### src/rtl/conv_sched_ctrl_if.sv
// Engine-side bundle of the conv layer scheduler: engine reset, completion level
// and the engine's request onto the shared memory port.
interface conv_sched_ctrl_if #(
  parameter int ADDR_WIDTH = 32,
  parameter int DATA_WIDTH = 8
);

  logic                  rst_n;
  logic                  done;
  logic [ADDR_WIDTH-1:0] addr_rd;
  logic [ADDR_WIDTH-1:0] addr_wr;
  logic [DATA_WIDTH-1:0] data_wr;
  logic                  wr_en;

  // The scheduler owns the engine reset and consumes everything else.
  modport master (
    output rst_n,
    input  done,
    input  addr_rd,
    input  addr_wr,
    input  data_wr,
    input  wr_en
  );

  modport slave (
    input  rst_n,
    output done,
    output addr_rd,
    output addr_wr,
    output data_wr,
    output wr_en
  );

endinterface

### src/rtl/conv_sched_ctrl.sv
// Layer scheduler: runs im2col then GEMM per layer, owns both engine resets, muxes the
// shared memory port and supervises each run with a watchdog. Optional: CONV_SCHED_PERF_EN.
module conv_sched_ctrl #(
  parameter int ADDR_WIDTH     = 32,
  parameter int DATA_WIDTH     = 8,
  parameter int RST_HOLD       = 2,
  parameter int TIMEOUT_CYCLES = 4096
) (
  input  logic                  clk,
  input  logic                  rst,
  input  logic                  start,
  input  logic [3:0]            num_layers,
  output logic                  busy,
  output logic                  done,
  output logic                  err,
  output logic [3:0]            layer_idx,
  conv_sched_ctrl_if.master     i2c,
  conv_sched_ctrl_if.master     gemm,
  output logic [ADDR_WIDTH-1:0] mem_addr_rd,
  output logic [ADDR_WIDTH-1:0] mem_addr_wr,
  output logic [DATA_WIDTH-1:0] mem_data_wr,
  output logic                  mem_wr_en
`ifdef CONV_SCHED_PERF_EN
  ,
  output logic [31:0]           perf_i2c_cycles,
  output logic [31:0]           perf_gemm_cycles
`endif
);

  localparam int          HOLD_W       = (RST_HOLD > 1) ? $clog2(RST_HOLD) : 1;
  localparam logic [HOLD_W-1:0] HOLD_LAST = HOLD_W'(RST_HOLD - 1);
  localparam logic [31:0] TIMEOUT_LAST = 32'(TIMEOUT_CYCLES - 1);

  typedef enum logic [2:0] {
    S_IDLE,
    S_I2C_RST,
    S_I2C_RUN,
    S_GEMM_RST,
    S_GEMM_RUN,
    S_DONE,
    S_ERR
  } state_t;

  state_t              state;
  logic [3:0]          layers;
  logic [HOLD_W-1:0]   hold_cnt;
  logic [31:0]         wd_cnt;
  logic                run_armed;
  logic                i2c_rst_q;
  logic                gemm_rst_q;

  logic                start_ok;
  logic                in_run;
  logic                eng_done;
  logic                run_done;
  logic                run_timeout;

  assign i2c.rst_n  = i2c_rst_q;
  assign gemm.rst_n = gemm_rst_q;

  // run_armed masks a done level left over from the previous run during the first RUN
  // cycle; a done in the timeout cycle still wins over the watchdog.
  always_comb begin
    start_ok    = start && ((state == S_IDLE) || (state == S_DONE) || (state == S_ERR));
    in_run      = (state == S_I2C_RUN) || (state == S_GEMM_RUN);
    eng_done    = (state == S_I2C_RUN) ? i2c.done : gemm.done;
    run_done    = in_run && run_armed && eng_done;
    run_timeout = in_run && (TIMEOUT_CYCLES != 0) && (wd_cnt == TIMEOUT_LAST) && !run_done;
  end

  always_ff @(posedge clk or posedge rst) begin
    if (rst) begin
      state       <= S_IDLE;
      busy        <= 1'b0;
      done        <= 1'b0;
      err         <= 1'b0;
      layer_idx   <= 4'd0;
      layers      <= 4'd1;
      hold_cnt    <= '0;
      wd_cnt      <= '0;
      run_armed   <= 1'b0;
      i2c_rst_q   <= 1'b0;
      gemm_rst_q  <= 1'b0;
      mem_addr_rd <= '0;
      mem_addr_wr <= '0;
      mem_data_wr <= '0;
      mem_wr_en   <= 1'b0;
    end else begin
      mem_wr_en <= 1'b0;
      case (state)
        S_IDLE, S_DONE, S_ERR: begin
          if (start_ok) begin
            layers     <= (num_layers == 4'd0) ? 4'd1 : num_layers;
            layer_idx  <= 4'd0;
            done       <= 1'b0;
            err        <= 1'b0;
            busy       <= 1'b1;
            hold_cnt   <= '0;
            i2c_rst_q  <= 1'b0;
            gemm_rst_q <= 1'b0;
            state      <= S_I2C_RST;
          end
        end

        S_I2C_RST: begin
          if (hold_cnt == HOLD_LAST) begin
            i2c_rst_q <= 1'b1;
            wd_cnt    <= '0;
            run_armed <= 1'b0;
            state     <= S_I2C_RUN;
          end else begin
            hold_cnt <= hold_cnt + 1'b1;
          end
        end

        S_I2C_RUN: begin
          mem_addr_rd <= i2c.addr_rd;
          mem_addr_wr <= i2c.addr_wr;
          mem_data_wr <= i2c.data_wr;
          if (run_done) begin
            i2c_rst_q <= 1'b0;
            hold_cnt  <= '0;
            state     <= S_GEMM_RST;
          end else if (run_timeout) begin
            i2c_rst_q  <= 1'b0;
            gemm_rst_q <= 1'b0;
            busy       <= 1'b0;
            err        <= 1'b1;
            state      <= S_ERR;
          end else begin
            mem_wr_en <= i2c.wr_en & i2c_rst_q;
            run_armed <= 1'b1;
            if (wd_cnt != '1) wd_cnt <= wd_cnt + 32'd1;
          end
        end

        S_GEMM_RST: begin
          if (hold_cnt == HOLD_LAST) begin
            gemm_rst_q <= 1'b1;
            wd_cnt     <= '0;
            run_armed  <= 1'b0;
            state      <= S_GEMM_RUN;
          end else begin
            hold_cnt <= hold_cnt + 1'b1;
          end
        end

        S_GEMM_RUN: begin
          mem_addr_rd <= gemm.addr_rd;
          mem_addr_wr <= gemm.addr_wr;
          mem_data_wr <= gemm.data_wr;
          if (run_done) begin
            gemm_rst_q <= 1'b0;
            if (layer_idx + 4'd1 == layers) begin
              busy  <= 1'b0;
              done  <= 1'b1;
              state <= S_DONE;
            end else begin
              layer_idx <= layer_idx + 4'd1;
              hold_cnt  <= '0;
              state     <= S_I2C_RST;
            end
          end else if (run_timeout) begin
            i2c_rst_q  <= 1'b0;
            gemm_rst_q <= 1'b0;
            busy       <= 1'b0;
            err        <= 1'b1;
            state      <= S_ERR;
          end else begin
            mem_wr_en <= gemm.wr_en & gemm_rst_q;
            run_armed <= 1'b1;
            if (wd_cnt != '1) wd_cnt <= wd_cnt + 32'd1;
          end
        end

        default: begin
          i2c_rst_q  <= 1'b0;
          gemm_rst_q <= 1'b0;
          busy       <= 1'b0;
          state      <= S_IDLE;
        end
      endcase
    end
  end

`ifdef CONV_SCHED_PERF_EN
  // Per-engine RUN-cycle totals for one whole run; frozen once the run ends.
  always_ff @(posedge clk or posedge rst) begin
    if (rst) begin
      perf_i2c_cycles  <= '0;
      perf_gemm_cycles <= '0;
    end else if (start_ok) begin
      perf_i2c_cycles  <= '0;
      perf_gemm_cycles <= '0;
    end else begin
      if ((state == S_I2C_RUN) && (perf_i2c_cycles != '1))
        perf_i2c_cycles <= perf_i2c_cycles + 32'd1;
      if ((state == S_GEMM_RUN) && (perf_gemm_cycles != '1))
        perf_gemm_cycles <= perf_gemm_cycles + 32'd1;
    end
  end
`endif

endmodule

### src/flat_wrapper.sv
// flat-port wrapper written by rule: the top's interface ports become plain ports
module conv_sched_ctrl_flat 
#(
  parameter int ADDR_WIDTH     = 32,
  parameter int DATA_WIDTH     = 8,
  parameter int RST_HOLD       = 2,
  parameter int TIMEOUT_CYCLES = 4096
)
  (clk, rst, start, num_layers, busy, done, err, layer_idx, mem_addr_rd, mem_addr_wr, mem_data_wr, mem_wr_en, i2c_rst_n, i2c_done, i2c_addr_rd, i2c_addr_wr, i2c_data_wr, i2c_wr_en, gemm_rst_n, gemm_done, gemm_addr_rd, gemm_addr_wr, gemm_data_wr, gemm_wr_en);
  conv_sched_ctrl_if #(.ADDR_WIDTH(ADDR_WIDTH), .DATA_WIDTH(DATA_WIDTH)) i2c_i ();
  conv_sched_ctrl_if #(.ADDR_WIDTH(ADDR_WIDTH), .DATA_WIDTH(DATA_WIDTH)) gemm_i ();
  input  logic clk;
  input  logic rst;
  input  logic start;
  input  logic [3:0] num_layers;
  output logic busy;
  output logic done;
  output logic err;
  output logic [3:0] layer_idx;
  output logic [ADDR_WIDTH-1:0] mem_addr_rd;
  output logic [ADDR_WIDTH-1:0] mem_addr_wr;
  output logic [DATA_WIDTH-1:0] mem_data_wr;
  output logic mem_wr_en;
  output wire logic [$bits(i2c_i.rst_n)-1:0] i2c_rst_n;
  input wire logic [$bits(i2c_i.done)-1:0] i2c_done;
  input wire logic [$bits(i2c_i.addr_rd)-1:0] i2c_addr_rd;
  input wire logic [$bits(i2c_i.addr_wr)-1:0] i2c_addr_wr;
  input wire logic [$bits(i2c_i.data_wr)-1:0] i2c_data_wr;
  input wire logic [$bits(i2c_i.wr_en)-1:0] i2c_wr_en;
  output wire logic [$bits(gemm_i.rst_n)-1:0] gemm_rst_n;
  input wire logic [$bits(gemm_i.done)-1:0] gemm_done;
  input wire logic [$bits(gemm_i.addr_rd)-1:0] gemm_addr_rd;
  input wire logic [$bits(gemm_i.addr_wr)-1:0] gemm_addr_wr;
  input wire logic [$bits(gemm_i.data_wr)-1:0] gemm_data_wr;
  input wire logic [$bits(gemm_i.wr_en)-1:0] gemm_wr_en;
  assign i2c_rst_n = i2c_i.rst_n;
  assign i2c_i.done = i2c_done;
  assign i2c_i.addr_rd = i2c_addr_rd;
  assign i2c_i.addr_wr = i2c_addr_wr;
  assign i2c_i.data_wr = i2c_data_wr;
  assign i2c_i.wr_en = i2c_wr_en;
  assign gemm_rst_n = gemm_i.rst_n;
  assign gemm_i.done = gemm_done;
  assign gemm_i.addr_rd = gemm_addr_rd;
  assign gemm_i.addr_wr = gemm_addr_wr;
  assign gemm_i.data_wr = gemm_data_wr;
  assign gemm_i.wr_en = gemm_wr_en;
  conv_sched_ctrl #(.ADDR_WIDTH(ADDR_WIDTH), .DATA_WIDTH(DATA_WIDTH), .RST_HOLD(RST_HOLD), .TIMEOUT_CYCLES(TIMEOUT_CYCLES)) u_core (.clk(clk), .rst(rst), .start(start), .num_layers(num_layers), .busy(busy), .done(done), .err(err), .layer_idx(layer_idx), .i2c(i2c_i), .gemm(gemm_i), .mem_addr_rd(mem_addr_rd), .mem_addr_wr(mem_addr_wr), .mem_data_wr(mem_data_wr), .mem_wr_en(mem_wr_en));
endmodule
### config.mk
export PLATFORM = sky130hd
export DESIGN_NAME = conv_sched_ctrl_flat
export DESIGN_NICKNAME = d
export VERILOG_FILES = /design/src/rtl/conv_sched_ctrl_if.sv /design/src/rtl/conv_sched_ctrl.sv /design/src/flat_wrapper.sv
export SDC_FILE = /design/constraint.sdc
export NUM_CORES = 1
export LEC_CHECK = 0
export ABC_AREA = 0
export CAP_MARGIN = 20
export CORE_ASPECT_RATIO = 0.8
export CORE_UTILIZATION = 30
export CTS_CLUSTER_SIZE = 16
export DETAILED_ROUTE_END_ITERATION = 10
export HOLD_SLACK_MARGIN = 0.1
export PLACE_DENSITY = 0.65
export SKIP_LAST_GASP = 1
export SLEW_MARGIN = 20
export SYNTH_ARGS = -nofsm -noshare
export SYNTH_HDL_FRONTEND = slang
export SYNTH_SLANG_ARGS = --single-unit
### constraint.sdc
create_clock -name clk -period 9.5 [get_ports clk]
set_input_delay 2.85 -clock clk [delete_from_list [all_inputs] [get_ports clk]]
set_output_delay 2.85 -clock clk [all_outputs]
set_load 0.05 [all_outputs]
* After elaboration in Yosys (flattened, before gate mapping)
Cells that the tools add are included.
Widths: inputs -> output; s select.
** Word-level totals
- Register bits :: 123
- Input port bits :: 155
- Output and inout bits :: 82
- Word-level logic and storage cells :: 135
** Operators by class
- $add $sub $neg :: 3
- Equality and inequality tests :: 24
- Mux-type cells :: 58
- Bitwise gates (word level) :: 5
- Reduce and logical (&&, ||, !) cells :: 30
** Operators by type and width (count)
- $pmux 32 s2 :: 3
- $mux 32 :: 4
- $add 32x1->32 const B :: 1
- $eq 32x12->1 const B :: 1
- $ne 32x32->1 const B :: 1
- $mux 1 :: 29
- $reduce_and 4->1 :: 7
- $mux 3 :: 7
- $mux 4 :: 4
- $ne 2x1->1 const B :: 8
- $pmux 8 s2 :: 1
- $pmux 3 s5 :: 1
- $ne 2x2->1 const B :: 6
- $pmux 1 s5 :: 2
- $reduce_and 5->1 :: 2
- $eq 3x3->1 const B :: 3
- $pmux 1 s2 :: 4
- $pmux 1 s4 :: 2
- $pmux 4 s2 :: 1
- $reduce_bool 2->1 :: 4
- $eq 3x2->1 const B :: 2
- $logic_and 1x1->1 :: 5
- $add 4x1->4 const B :: 1
- $eq 4x4->1 :: 1
- other kinds (14) :: 20

* Depth between registers and ports, before layout
- Depth after elaboration :: 9
- Mapped depth :: 10
- Gate-level depth less buffers :: 7

* Worst setup path after synthesis
Ideal clock, no wire load.
- Path kind :: in2reg
- Start :: in i2c_done
- End :: reg u_core.wd_cnt[30]
- Setup time :: 0.133 ns
- Arrival :: 4.216 ns
- Data required time :: 9.367 ns
- Slack :: 5.151 ns
- Cell stages on the path :: 8
- Buffers on the path :: 2
- Cell sequence :: and3b_1 -> o211ai_1 -> buf_2 -> nand3_1 -> clkbuf_1 -> nor4_1 -> xnor2_1 -> nor2_1
** Between the ends
- Longest elaborated chain between the ends :: 6
- Elaborated cells between the ends (all ways) :: 7
- Classes of those cells :: eq/ne: 2; mux: 1; reduce/logical: 4
** RTL lines
- start: declaration :: RTL line flat_wrapper.sv:25 : input wire logic [$bits(i2c_i.done)-1:0] i2c_done;
- $mux 1 (*) :: RTL line conv_sched_ctrl.sv:66 : eng_done = (state == S_I2C_RUN) ? i2c.done : gemm.done;
- $logic_and 1x1->1 (*) :: RTL line conv_sched_ctrl.sv:67 : run_done = in_run && run_armed && eng_done;
- $logic_not 1->1 :: RTL line conv_sched_ctrl.sv:68 : run_timeout = in_run && (TIMEOUT_CYCLES != 0) && (wd_cnt == TIMEOUT_LAST) && !run_done;
- $logic_and 1x1->1 :: RTL line conv_sched_ctrl.sv:68
- $ne 2x2->1 (no source line)
- $reduce_and 5->1 (no source line) (*)
- end signal: assignment :: RTL line conv_sched_ctrl.sv:133 : if (wd_cnt != '1) wd_cnt <= wd_cnt + 32'd1;
- end signal: assignment :: RTL line conv_sched_ctrl.sv:172 : if (wd_cnt != '1) wd_cnt <= wd_cnt + 32'd1;
- end: declaration :: RTL line conv_sched_ctrl.sv:47 : logic [31:0] wd_cnt;
Mark *: on every way between the ends. The rest lies on a longest branch, timed or not.
A chain may end at the register's enable or synchronous reset.

* Worst setup path after layout
- Start :: in i2c_done
- End :: reg u_core.wd_cnt[10]
Same word-level chain as after synthesis.

==> out/metrics.cfg <==
[timing]
tightestPinTransition_ns = 0.984
rsz0062_at_grt = false
max_slew_margin = 0.341
setup_viol = 0
slew_violations = 0
finClkSkew_ns = 0.0134
timing.fmax_ghz = 0.203
final-hold-violation-count = 0
finalCritPeriodShare = 0.518
tns_ns = 0
period_needed_ns = 4.92

[yosys]
synth_seq_cells = 123
synth-edff-count = 0
synth_area_per_cell_sq_um = 9.60
yosysWarnings = 0
synthArstFlopShare = 1.00
yosys.area.top_type = dfrtp_1
syn-instance-count = 661
synthTopCellsByArea = dfrtp_1 48%, mux2i_1 12%, o21ai_0 6.9%
yosys.area.top_type_share = 0.481
synth-main-ff-cell = dfrtp_1
synth_nets = 818
ys_seq_area_frac = 0.485
synth.most_common_cell = dfrtp_1
syn-cell-area_sq_um = 6350
ys_types = 57
synth_common_cells = 122 x dfrtp_1, 107 x nand2_1, 87 x o21ai_0, 75 x mux2i_1, 36 x nor2_1

[global_route]
grt_pass1_vias = 5520
track_usage = 0.180
grt_max_degree = 101
grt-ovfl-total = 0
antenna_found_initial = 0
grt_pass1_wl_um = 30100

[cells_and_area]
layout-drive-gt1-share = 0.0753
post-route-util = 0.457
fin_area_sq_um = 9460
area_growth_pct = 49.0
layoutNonFillerInstCount = 1159
antennaDiodeCount = 0
nets = 1034
fillers = 2004

[setup_path]
path_class = in -> reg
r2r-end = u_core.mem_addr_wr[4]
crit_buf_inv = 2
worstRegToRegCells = 5
cp-start-kind = input pin
cp_slowest_stage_delay_ns = 0.67
cp_max_fo = 13
cp_data_arrival_time_ns = 5.23
reg2reg_from = u_core.state[2]
worst-path-stages = 8
worst_path_max_delay_cell = a211oi_1
reg2reg_slack_ns = 6.40
cp.required_ns = 9.80
endpoint_kind = flop
crit_path_start = i2c_done
path_cells = clkdlybuf4s50_1 > and3b_1 > o211ai_1 > buf_4 > nand2_1 > a211oi_1 > a21oi_1 > a31o_2
crit_family = compound AO/OA/AOI/OAI gates

[route]
drt.antenna.violating_nets = 0
drtPass1Iterations = 4
via_count = 5598
viasPerCell = 4.83
drc = 0
wire_per_inst_um = 16.0
first_iter_violations = 314
wl_um = 18500

[cts]
cts_buffer_depth = 2
cts_buffers = 17
cts_setup_buffers = 0
root_buffer = clkbuf_16
cts_resized = 0
clk_pin_slew_worst_paths_ns = 0.06
h-tree-depth = 4
cts-hold-fix-buffers = 0
cts_tree = done
clock_latency_ns = 0.41
clock_sinks = 123

[floorplanning]
dieArea_sq_um = 21700
start_util = 0.307
rows = 47
dieHeight_um = 132
fp.dieW_um = 165
core_sq_um = 20700
io_pins = 237

[power_and_ir_drop]
combPwrFrac = 0.535
pwr-share-seq = 0.275
switchingPower_mw = 1.52
internal_power_mw = 1.69
p_leak_nw = 3.62
p_clk_frac = 0.191
power_mw = 3.21
netSwitchingFraction = 0.474
power_density_nw_per_um2 = 340
max-vdd-ir-drop_mv = 0.207

[job]
maxCapViolations = 0

[min_path]
hold_path_class = reg -> reg
worstHoldStart = u_core.layers[0]
holdPathStages = 2
min_to = u_core.layers[0]

[placed_design]
numPortBuffers = 236
place_area_sq_um = 8910
gp_congestion = 0.772
dp_cells = 1127
dpl.hpwl_um = 13100

[run_status]
outcome = completed

area by class of cell:
class	count	area (sq um)	area share
clock buffers	18	439	0.0464
clock inverters	14	114	0.0120
inverters	13	51.3	0.00542
multi-input cells	479	3030	0.320
flip-flops and latches	123	3080	0.325
well taps	269	337	0.0356
repair buffers	243	2410	0.255
how the worst max path moves through the flow:
stage / end / slack (ns)
after floorplan: u_core.busy / 3.38
after global placement: u_core.wd_cnt[8] / 4.22
after detailed placement: u_core.wd_cnt[8] / 4.17
after CTS: u_core.wd_cnt[8] / 4.60
after global routing: u_core.wd_cnt[10] / 4.46
final: u_core.wd_cnt[10] / 4.58
flip-flops by register name, indices dropped and copies added, names as in the netlist:
| name | cells |
|---|---|
| u_core.busy | 1 |
| u_core.done | 1 |
| u_core.err | 1 |
| u_core.gemm.rst_n | 1 |
| u_core.hold_cnt | 1 |
| u_core.i2c.rst_n | 1 |
| u_core.layer_idx | 4 |
| u_core.layers | 4 |
| u_core.mem_addr_rd | 32 |
| u_core.mem_addr_wr | 32 |
| u_core.mem_data_wr | 8 |
| u_core.mem_wr_en | 1 |
| u_core.run_armed | 1 |
| u_core.state | 3 |
| u_core.wd_cnt | 32 |
power by group through the flow:
| stage | sequential (mW) | clock (mW) | combinational, mW |
|---|---|---|---|
| after floorplan | 1.41 | 0 | 0.646 |
| after detailed placement | 0.888 | 0 | 1.74 |
| final | 0.883 | 0.613 | 1.72 |
| after global placement | 0.886 | 0 | 1.72 |
| after CTS | 0.884 | 0.630 | 1.74 |
| after global routing | 0.911 | 0.651 | 1.83 |
cells by family (layout without fill, tap and decap cells):
group | count (synthesis) | count (layout) | synth area share
flops | 123 | 123 | 0.485
xor+xnor | 26 | 26 | 0.0388
simple gates | 224 | 224 | 0.164
fa+ha+maj | 2 | 2 | 0.00394
mux | 78 | 78 | 0.124
compound gates | 149 | 149 | 0.143
buf+inv | 59 | 288 | 0.0412
placed cells by master (no fill, tap or decap), types with 7 or more instances in the layout:
cell type        netlist  final
nand3_1               21     21
xnor2_1               21     21
nor4_1                12     11
clkbuf_16              0     17
nand4_1                9      9
dfrtp_1              122    122
clkdlybuf4s50_1        0    236
nand2_1              107    107
buf_4                  2      7
a21oi_1               17     17
o21ai_0               87     87
or3_1                  8      8
inv_1                 12     11
mux2i_1               75     75
nor3_1                10      9
nor2_1                36     35
per-stage QoR:
| step | worst slack (ns) | hold WS (ns) |
|---|---|---|
| 2_1_floorplan | 3.38 | 0.464 |
| 3_3_place_gp | 4.22 | 0.474 |
| 3_5_place_dp | 4.17 | 0.479 |
| 4_1_cts | 4.60 | 0.488 |
| 5_1_grt | 4.46 | 0.513 |
| 6_report | 4.58 | 0.484 |
worst min-delay path, cell delays in order (launching register included):
cell and delay [ns]:
dfstp_2 0.37, nand2_1 0.04, o21ai_0 0.07
metal layers:
layer / vias up / track usage / wire length, um
met5: - / 0 / 0
met4: 0 / 0.0637 / 298
met3: 15 / 0.0705 / 1450
met2: 175 / 0.274 / 8740
met1: 2643 / 0.229 / 8040
li1: 2765 / - / -
Power figures use the tool's default switching activity.
